## src/rtl/aftab_seq_multiplier.sv

```systemverilog
// ---------------------------------------------------------------------------
// aftab_seq_multiplier
//   Iterative shift-add multiplier for the AFTAB datapath. Two size-bit
//   operands, each with its own signedness flag (covers MUL/MULH/MULHSU/MULHU),
//   are multiplied as magnitudes over a multi-cycle run. The sign is applied
//   once at the end and the full 2*size-bit product is held on result.
//   result feeds the datapath result registers' in bus; done feeds their ldR.
//
// Parameters
//   size      operand width; the product is 2*size bits wide
//
// Ports
//   clk       in   clock, rising edge
//   rst       in   asynchronous active-high reset
//   clr       in   synchronous clear: abort run, zero result, back to IDLE
//   start     in   request, sampled only in IDLE
//   signed_a  in   a is two's complement
//   signed_b  in   b is two's complement
//   a, b      in   operands, captured with an accepted start
//   busy      out  high in LOAD and MULT
//   done      out  one-cycle pulse while in DONE; result is valid
//   result    out  product, held until the next DONE, clr or rst
//
// Build option
//   AFTAB_MULT_EARLY_EXIT_EN  when defined, the run stops as soon as the
//   remaining multiplier bits are all zero (and skips MULT when |b| == 0).
//   Results are identical; only the latency shrinks.
// ---------------------------------------------------------------------------
module aftab_seq_multiplier #(
  parameter int size = 32
) (
  input  logic                clk,
  input  logic                rst,
  input  logic                clr,
  input  logic                start,
  input  logic                signed_a,
  input  logic                signed_b,
  input  logic [size-1:0]     a,
  input  logic [size-1:0]     b,
  output logic                busy,
  output logic                done,
  output logic [2*size-1:0]   result
);

  localparam int CNT_W = (size > 1) ? $clog2(size) : 1;
  localparam logic [CNT_W-1:0] LAST_CNT = CNT_W'(size - 1);

  typedef enum logic [1:0] {
    IDLE = 2'd0,
    LOAD = 2'd1,
    MULT = 2'd2,
    DONE = 2'd3
  } state_t;

  state_t state_q, state_d;

  logic [size-1:0]   a_q, a_d;
  logic [size-1:0]   b_q, b_d;
  logic              sa_q, sa_d;
  logic              sb_q, sb_d;
  logic              neg_q, neg_d;
  logic [2*size-1:0] mcand_q, mcand_d;
  logic [size-1:0]   mplier_q, mplier_d;
  logic [2*size-1:0] acc_q, acc_d;
  logic [CNT_W-1:0]  count_q, count_d;
  logic [2*size-1:0] result_q, result_d;

  // Magnitude of a possibly-signed operand. -2^(size-1) maps to 2^(size-1),
  // which still fits in size unsigned bits.
  function automatic logic [size-1:0] magnitude(input logic [size-1:0] x,
                                                 input logic is_signed);
    if (is_signed && x[size-1]) return -x;
    return x;
  endfunction

  // Re-apply the product sign, modulo 2^(2*size).
  function automatic logic [2*size-1:0] apply_sign(input logic [2*size-1:0] m,
                                                    input logic neg);
    return neg ? -m : m;
  endfunction

  logic [size-1:0]   mag_a, mag_b;
  logic [2*size-1:0] acc_sum;
  logic [size-1:0]   mplier_shr;
  logic              mult_last;
  logic              load_skip;

  assign mag_a      = magnitude(a_q, sa_q);
  assign mag_b      = magnitude(b_q, sb_q);
  assign acc_sum    = acc_q + (mplier_q[0] ? mcand_q : {2*size{1'b0}});
  assign mplier_shr = mplier_q >> 1;

`ifdef AFTAB_MULT_EARLY_EXIT_EN
  // Stop once no set multiplier bits remain; a zero |b| never enters MULT.
  assign mult_last = (count_q == LAST_CNT) || (mplier_shr == '0);
  assign load_skip = (mag_b == '0);
`else
  assign mult_last = (count_q == LAST_CNT);
  assign load_skip = 1'b0;
`endif

  // State register
  always_ff @(posedge clk or posedge rst) begin
    if (rst) state_q <= IDLE;
    else     state_q <= state_d;
  end

  // Next-state logic
  always_comb begin
    state_d = state_q;
    if (clr) begin
      state_d = IDLE;
    end else begin
      case (state_q)
        IDLE:    if (start) state_d = LOAD;
        LOAD:    state_d = load_skip ? DONE : MULT;
        MULT:    if (mult_last) state_d = DONE;
        DONE:    state_d = IDLE;
        default: state_d = IDLE;
      endcase
    end
  end

  // Output logic
  always_comb begin
    busy = (state_q == LOAD) || (state_q == MULT);
    done = (state_q == DONE);
  end

  assign result = result_q;

  // Datapath next-state
  always_comb begin
    a_d      = a_q;
    b_d      = b_q;
    sa_d     = sa_q;
    sb_d     = sb_q;
    neg_d    = neg_q;
    mcand_d  = mcand_q;
    mplier_d = mplier_q;
    acc_d    = acc_q;
    count_d  = count_q;
    result_d = result_q;
    if (clr) begin
      result_d = '0;
    end else begin
      case (state_q)
        IDLE: begin
          if (start) begin
            a_d  = a;
            b_d  = b;
            sa_d = signed_a;
            sb_d = signed_b;
          end
        end
        LOAD: begin
          mcand_d  = {{size{1'b0}}, mag_a};
          mplier_d = mag_b;
          neg_d    = (sa_q & a_q[size-1]) ^ (sb_q & b_q[size-1]);
          acc_d    = '0;
          count_d  = '0;
          if (load_skip) result_d = '0;
        end
        MULT: begin
          acc_d    = acc_sum;
          mcand_d  = mcand_q << 1;
          mplier_d = mplier_shr;
          count_d  = count_q + CNT_W'(1);
          // Result is taken from this cycle's sum so the last partial product counts.
          if (mult_last) result_d = apply_sign(acc_sum, neg_q);
        end
        default: ;
      endcase
    end
  end

  // Datapath registers
  always_ff @(posedge clk or posedge rst) begin
    if (rst) begin
      a_q      <= '0;
      b_q      <= '0;
      sa_q     <= 1'b0;
      sb_q     <= 1'b0;
      neg_q    <= 1'b0;
      mcand_q  <= '0;
      mplier_q <= '0;
      acc_q    <= '0;
      count_q  <= '0;
      result_q <= '0;
    end else begin
      a_q      <= a_d;
      b_q      <= b_d;
      sa_q     <= sa_d;
      sb_q     <= sb_d;
      neg_q    <= neg_d;
      mcand_q  <= mcand_d;
      mplier_q <= mplier_d;
      acc_q    <= acc_d;
      count_q  <= count_d;
      result_q <= result_d;
    end
  end

endmodule
```

## config.mk

```make
export PLATFORM = sky130hd
export DESIGN_NAME = aftab_seq_multiplier
export DESIGN_NICKNAME = d
export VERILOG_FILES = /design/src/rtl/aftab_seq_multiplier.sv
export SDC_FILE = /design/constraint.sdc
export NUM_CORES = 1
export LEC_CHECK = 0
export CORE_ASPECT_RATIO = 1.4
export CORE_MARGIN = 3
export CORE_UTILIZATION = 55
export DETAILED_ROUTE_END_ITERATION = 10
export PLACE_DENSITY = 0.75
export SLEW_MARGIN = 25
export SYNTH_ARGS = -nofsm -noshare
export SYNTH_HDL_FRONTEND = slang
export SYNTH_SLANG_ARGS = --single-unit
```

## constraint.sdc

```tcl
create_clock -name clk -period 16.4 [get_ports clk]
set_clock_uncertainty 0.05 [all_clocks]
set_input_delay 4.92 -clock clk [delete_from_list [all_inputs] [get_ports clk]]
set_output_delay 4.92 -clock clk [all_outputs]
set_load 0.02 [all_outputs]
```

==> results_dict.tcl, run 1 <==
set metrics [dict create \
    synth.avg_cell_area_sq_um 8.46 \
    syn_area_sq_mm 0.0192 \
    drt_iter0_drc 1160 \
    ys_warn_count 0 \
    hold_viol 0 \
    final_cells 2807 \
    pre_cts_slack_ns 8.89 \
    final_cell_mix "367 x nand2_1, 297 x dfrtp_1, 254 x o21ai_0" \
    postCtsHoldBufs 0 \
    post-route-period-util 0.438 \
    setup_slack_ns 9.22 \
    cp_slowest_cell "clkdlybuf4s50_1" \
    synthSimpleGateAreaFrac 0.203 \
    synth_compound_area_frac 0.215 \
    worstSkewPairLatency_ns 0.60 \
    setup_tns_ns 0 \
    synth_top_family_by_area "compound AO/OA/AOI/OAI gates" \
    vdd_drop_max_uv 121 \
    worstPathRequired_ns 11.43 \
    antenna_left 0 \
    yosysSeqAreaShare 0.388 \
    cp_max_fo 5 \
    area_growth_syn_to_layout_pct 13.7 \
    grt-ovfl-total 0 \
    synth_fa_ha_area_frac 0.0479 \
    tightest_slew_ns 1.02 \
    use_met1 0.384 \
    die_w_microns 164 \
    clock_path_buffers 3 \
    worstHoldPathType "reg2reg" \
    setup_viol 0 \
    synth-edff-count 0 \
    crit_path_start_kind "flop" \
    grt_usage 0.294 \
    drc 0 \
    cts_made_buffers 31 \
    fmax_mhz 139 \
    cts_setup_buffers 0 \
    placeableCoreArea_sq_mm 0.0343 \
    initial_core_util 0.560 \
    fin_nets 2478 \
    status "completed" \
    io_pins 136 \
    cts_tree "done" \
    ff_latch_area_sq_mm 0.00746 \
    layout_commonest_cell "nand2_1" \
    grt_max_degree 173 \
    rsz0062_at_grt "false" \
    diodes 0 \
    slowest_delay_ns 0.66 \
    die_h_microns 227 \
    first_global_vias 16400 \
    end_kind "output port" \
    internal_power_mw 1.84 \
    nFillCells 2936 \
    max-slew-margin-rel 0.311 \
    leakagePower_nw 9.60 \
    grt_pass1_wl_microns 88300 \
    grt_util_met2 0.498 \
    swShare 0.408 \
    slew_violations 0 \
    die_area_sq_mm 0.0373 \
    r2r_slack_ns 10.06 \
    criticalPathCategory "reg2out" \
    gp_congestion 1.01 \
    synthCells 2275 \
    hpwlAfterDp_microns 40900 \
    vias_per_cell 6.07 \
    clockPowerShare 0.227 \
    synthArstFlopShare 1.00 \
    maxCapViolCount 0 \
    synth_cell_types 79 \
    comb_power_share 0.428 \
    synth-main-ff-cell "dfrtp_1" \
    wire_per_inst_microns 19.7 \
    pwr_density_cell_mw_per_mm2 142 \
    path_cells "inv_1 -> ha_1 -> clkdlybuf4s50_1" \
    grt_busiest_layer "met2" \
    num_vias 17000 \
    cts.repair.resized 0 \
    path_clk_slew_ns 0.06 \
    placed_cells 2752 \
    wl_microns 55200 \
    io_buffers 135 \
    drive_gt1_frac 0.0683 \
    cts_root_buffer "clkbuf_16" \
    cp.arrival_ns 2.21 \
    multiInputGateArea_sq_mm 0.0112 \
    grt_util_met3 0.0344 \
    antenna_found_initial 0 \
    synth.mux.area_fraction 0.0433 \
    ys_seq_elements 298 \
    period_minus_slack_ns 7.18 \
    cts.sinks 298 \
    drtPass1Iterations 6 \
    seq_power_share 0.345 \
    htree_levels 1 \
    switching_power_mw 1.26 \
    synth_xor_area_frac 0.0710 \
    syn_nets 2418 \
    rows 80 \
]
==> kinds of logic (layout without fill, tap and decap cells) <==
group                    count (synthesis)  after routing
AO/OA/AOI/OAI                          679            679
multiplexers                            75             75
XOR/XNOR                               156            156
AND/OR/NAND/NOR                        836            836
buffers and inverters                  158            239
adder cells (fa/ha/maj)                 73             73
flip-flops                             298            298
==> cell usage after synthesis, types with 5 or more instances <==
cell	number	share of area
a211oi_1	12	0.0047
a21boi_0	5	0.0020
a21o_1	21	0.0082
a21oi_1	183	0.048
a221o_1	6	0.0031
a22o_1	44	0.020
a31oi_1	12	0.0039
and2_1	77	0.025
and4_1	10	0.0046
buf_1	10	0.0020
buf_2	9	0.0023
clkbuf_1	103	0.020
dfrtp_1	298	0.39
ha_1	72	0.047
inv_1	36	0.0070
mux2_2	66	0.039
mux2i_1	9	0.0047
nand2_1	368	0.072
nand2b_1	13	0.0042
nand3_1	59	0.015
nand3b_1	6	0.0023
nand4_1	21	0.0068
nor2_1	160	0.031
nor3_1	35	0.0091
nor4_1	19	0.0062
o211ai_1	15	0.0059
o21a_1	14	0.0055
o21ai_0	254	0.066
o21ai_1	13	0.0034
o21bai_1	9	0.0035
o31ai_1	28	0.011
o41ai_1	12	0.0055
or2_2	10	0.0033
or3_1	16	0.0052
or4_1	14	0.0055
xnor2_1	71	0.032
xor2_1	85	0.039
==> sequential cells by signal, summed over array words and instances (netlist names) <==
| signal | flops |
|---|---|
| a_q | 32 |
| neg_q | 1 |
| count_q | 5 |
| b_q | 32 |
| sa_q | 1 |
| mcand_q | 64 |
| acc_q | 64 |
| mplier_q | 32 |
| sb_q | 1 |
| result | 64 |
| state_q | 2 |
==> worst max-delay path, delay by kind of cell, from the launching register on <==
family | cells | cell delay [ns]
buf+inv | 2 | 0.77
fa+ha+maj | 1 | 0.43
flops | 1 | 0.42
==> final timing paths <==
path / from / endpoint / depth (start not counted)
max: state_q[0] / busy / 3
min: acc_q[0] / acc_q[0] / 2
max reg2reg: mplier_q[0] / result[62] / 16
min reg2reg: acc_q[0] / acc_q[0] / 2
max in group asynchronous: rst / neg_q / 3
min in group asynchronous: rst / a_q[26] / 2
==> layer usage <==
layer,up-vias,share of wire
li1,8233,-
met1,8192,0.42
met2,498,0.48
met3,120,0.048
met4,0,0.044
met5,-,0
==> through the flow <==
stage	cell area, sq um	power [mW]	utilization	hold slack, ns
after floorplan	19200	2.06	-	0.389
after global placement	20800	2.34	0.607	0.403
after detailed placement	20900	2.40	0.607	0.414
after CTS	21800	3.11	0.636	0.426
after global routing	21900	3.34	0.637	0.451
final	21900	3.10	0.637	0.421
==> power by group through the flow <==
stage | Clock (mW) | Combinational, mW | Sequential [mW]
global placement | 0 | 1.28 | 1.07
CTS | 0.720 | 1.32 | 1.07
finish | 0.705 | 1.33 | 1.07
detailed placement | 0 | 1.32 | 1.08
global route | 0.751 | 1.49 | 1.10
floorplan | 0 | 1.03 | 1.03
==> cell type report <==
| cell class | instances | share of cell area |
|---|---|---|
| clock inverters | 8 | 0.00520 |
| clock buffers | 46 | 0.0403 |
| multi-input cells | 1819 | 0.513 |
| well taps | 451 | 0.0258 |
| repair buffers | 149 | 0.0680 |
| inverters | 36 | 0.00652 |
| flip-flops and latches | 298 | 0.341 |
Power figures use the tool's default switching activity.
==> inputs of run 2 (changes only) <==
CORE_UTILIZATION = 54   (was 55)
PLACE_DENSITY = 0.77   (was 0.75)
clock period = 6.3 ns   (was 16.4 ns; I/O delays follow)
==> results_dict.tcl, run 2 (synthesis results as in run 1) <==
set metrics [dict create \
    cts_root_buffer "clkbuf_16" \
    postCtsHoldBufs 0 \
    placed_cells 2772 \
    vias_per_cell 6.13 \
    worstPathRequired_ns 6.68 \
    holdPathEnd "mplier_q[11]" \
    drive_gt1_frac 0.0772 \
    drc 0 \
    cpMostUsedCell "buf_4" \
    final_area_sq_mm 0.0221 \
    status "completed" \
    cp_max_fo 33 \
    fmax_mhz 182 \
    timing.hold.ws_ns 0.429 \
    grt-ovfl-total 0 \
    drtPass1Iterations 5 \
    rsz0062_at_grt "false" \
    leakagePower_nw 9.72 \
    fin_nets 2493 \
    io_buffers 135 \
    final_cells 2828 \
    min_path_cells 2 \
    cts.sinks 298 \
    path_clk_slew_ns 0.07 \
    pwr_density_cell_mw_per_mm2 370 \
    post-route-period-util 0.872 \
    worstHoldPathType "reg2reg" \
    r2r_slack_ns 0.80 \
    vdd_drop_max_uv 363 \
    gp_congestion 1.00 \
    min_from "mplier_q[11]" \
    cp.arrival_ns 5.88 \
    io_pins 136 \
    placed_area_sq_mm 0.0210 \
    cts.repair.resized 0 \
    drt_iter0_drc 1189 \
    wire_per_inst_microns 19.6 \
    cp_slowest_cell "or4_1" \
    crit_path_start_kind "flop" \
    reg2reg_to "result[63]" \
    grt_usage 0.290 \
    cts_setup_buffers 0 \
    rows 81 \
    cts_made_buffers 31 \
    hold_viol 0 \
    first_global_vias 16800 \
    reg2reg_depth 17 \
    slowest_delay_ns 0.55 \
    rr_startpoint "mplier_q[0]" \
    setup_viol 0 \
    die_area_sq_mm 0.0380 \
    layout_commonest_cell "nand2_1" \
    critical_path_buf_inv_count 3 \
    grt_pass1_wl_microns 88500 \
    slew_violations 0 \
    hpwlAfterDp_microns 41400 \
    end_kind "flop" \
    maxCapViolCount 0 \
    cts_tree "done" \
    max-slew-margin-rel 0.412 \
    die_w_microns 166 \
    path_cells "buf_4 -> and2_1 -> ha_1 -> a211oi_1 -> o21ai_0 -> or3_1 -> and2_1 -> or4_4 -> or4_1 -> nand4bb_1 -> nor4_1 -> buf_4 -> nand4_1 -> buf_4 -> o41ai_1 -> xor2_1 -> o21ai_0" \
    area_growth_syn_to_layout_pct 14.8 \
    antenna_left 0 \
    placeableCoreArea_sq_mm 0.0351 \
    critPathTopFamily "simple AND/OR/NAND/NOR gates" \
    die_h_microns 229 \
    criticalPathCategory "reg2reg" \
    diodes 0 \
    tightest_slew_ns 0.882 \
    clock_path_buffers 3 \
    wl_microns 55300 \
    worstSkewPairLatency_ns 0.59 \
    final_cell_mix "367 x nand2_1, 297 x dfrtp_1, 254 x o21ai_0" \
    grt_max_degree 123 \
    num_vias 17300 \
    setup_tns_ns 0 \
    initial_core_util 0.549 \
    antenna_found_initial 0 \
    htree_levels 1 \
    period_minus_slack_ns 5.50 \
]
## run 2: cell types whose count changed in the layout (fill, tap and decap cells not counted), moves of 2 or more
cell / delta
clkbuf_1: -7
nor4_2: -2
buf_4: +12
inv_6: +3
clkinv_2: +3
nor4_1: +2
clkinvlp_4: +2
bufinv_16: +2
buf_12: +3
## run 2: layout make-up
type,instances,area (sq um)
inverter,36,139
fill,3027,13000
timing repair buffer,164,1640
clock inverter,16,203
clock buffer,39,856
multi-input combinational,1819,11200
sequential,298,7460
tap,456,571
## run 2: metal layers
layer | up-vias | GRT usage | share of wire
met2 | 533 | 0.499 | 0.50
li1 | 8282 | - | -
met5 | - | 0 | 0
met3 | 140 | 0.0380 | 0.052
met4 | 0 | 0.123 | 0.045
met1 | 8375 | 0.363 | 0.40
## run 2: report_power, final
part / total [mW] / switching, mW / internal, mW
logic: 3.46 / 2.07 / 1.39
clock network: 1.92 / 0.795 / 1.12
registers: 2.81 / 0.442 / 2.37
## run 2: stage by stage
stage	setup slack, ns	utilization	power (mW)
final	0.804	0.630	8.18
after global routing	0.511	0.630	8.79
after CTS	0.860	0.629	8.20
after detailed placement	0.887	0.599	6.25
after global placement	0.989	0.599	6.11
after floorplan	0.401	-	5.36
## run 2: how the worst max path moves through the flow
stage / slack, ns / from / to / cells past startpoint
2_1_floorplan: 0.40 / rst / a_q[0] / 1
3_3_place_gp: 0.99 / mplier_q[0] / result[63] / 17
3_5_place_dp: 0.89 / mplier_q[0] / result[63] / 17
4_1_cts: 0.86 / mplier_q[0] / result[63] / 17
5_1_grt: 0.51 / mplier_q[0] / result[63] / 17
6_report: 0.80 / mplier_q[0] / result[63] / 17
## run 2: worst min-delay path: stages, from the launching register on
cell and delay, ns:
dfrtp_1 0.34, nand2_1 0.05, o21ai_0 0.06
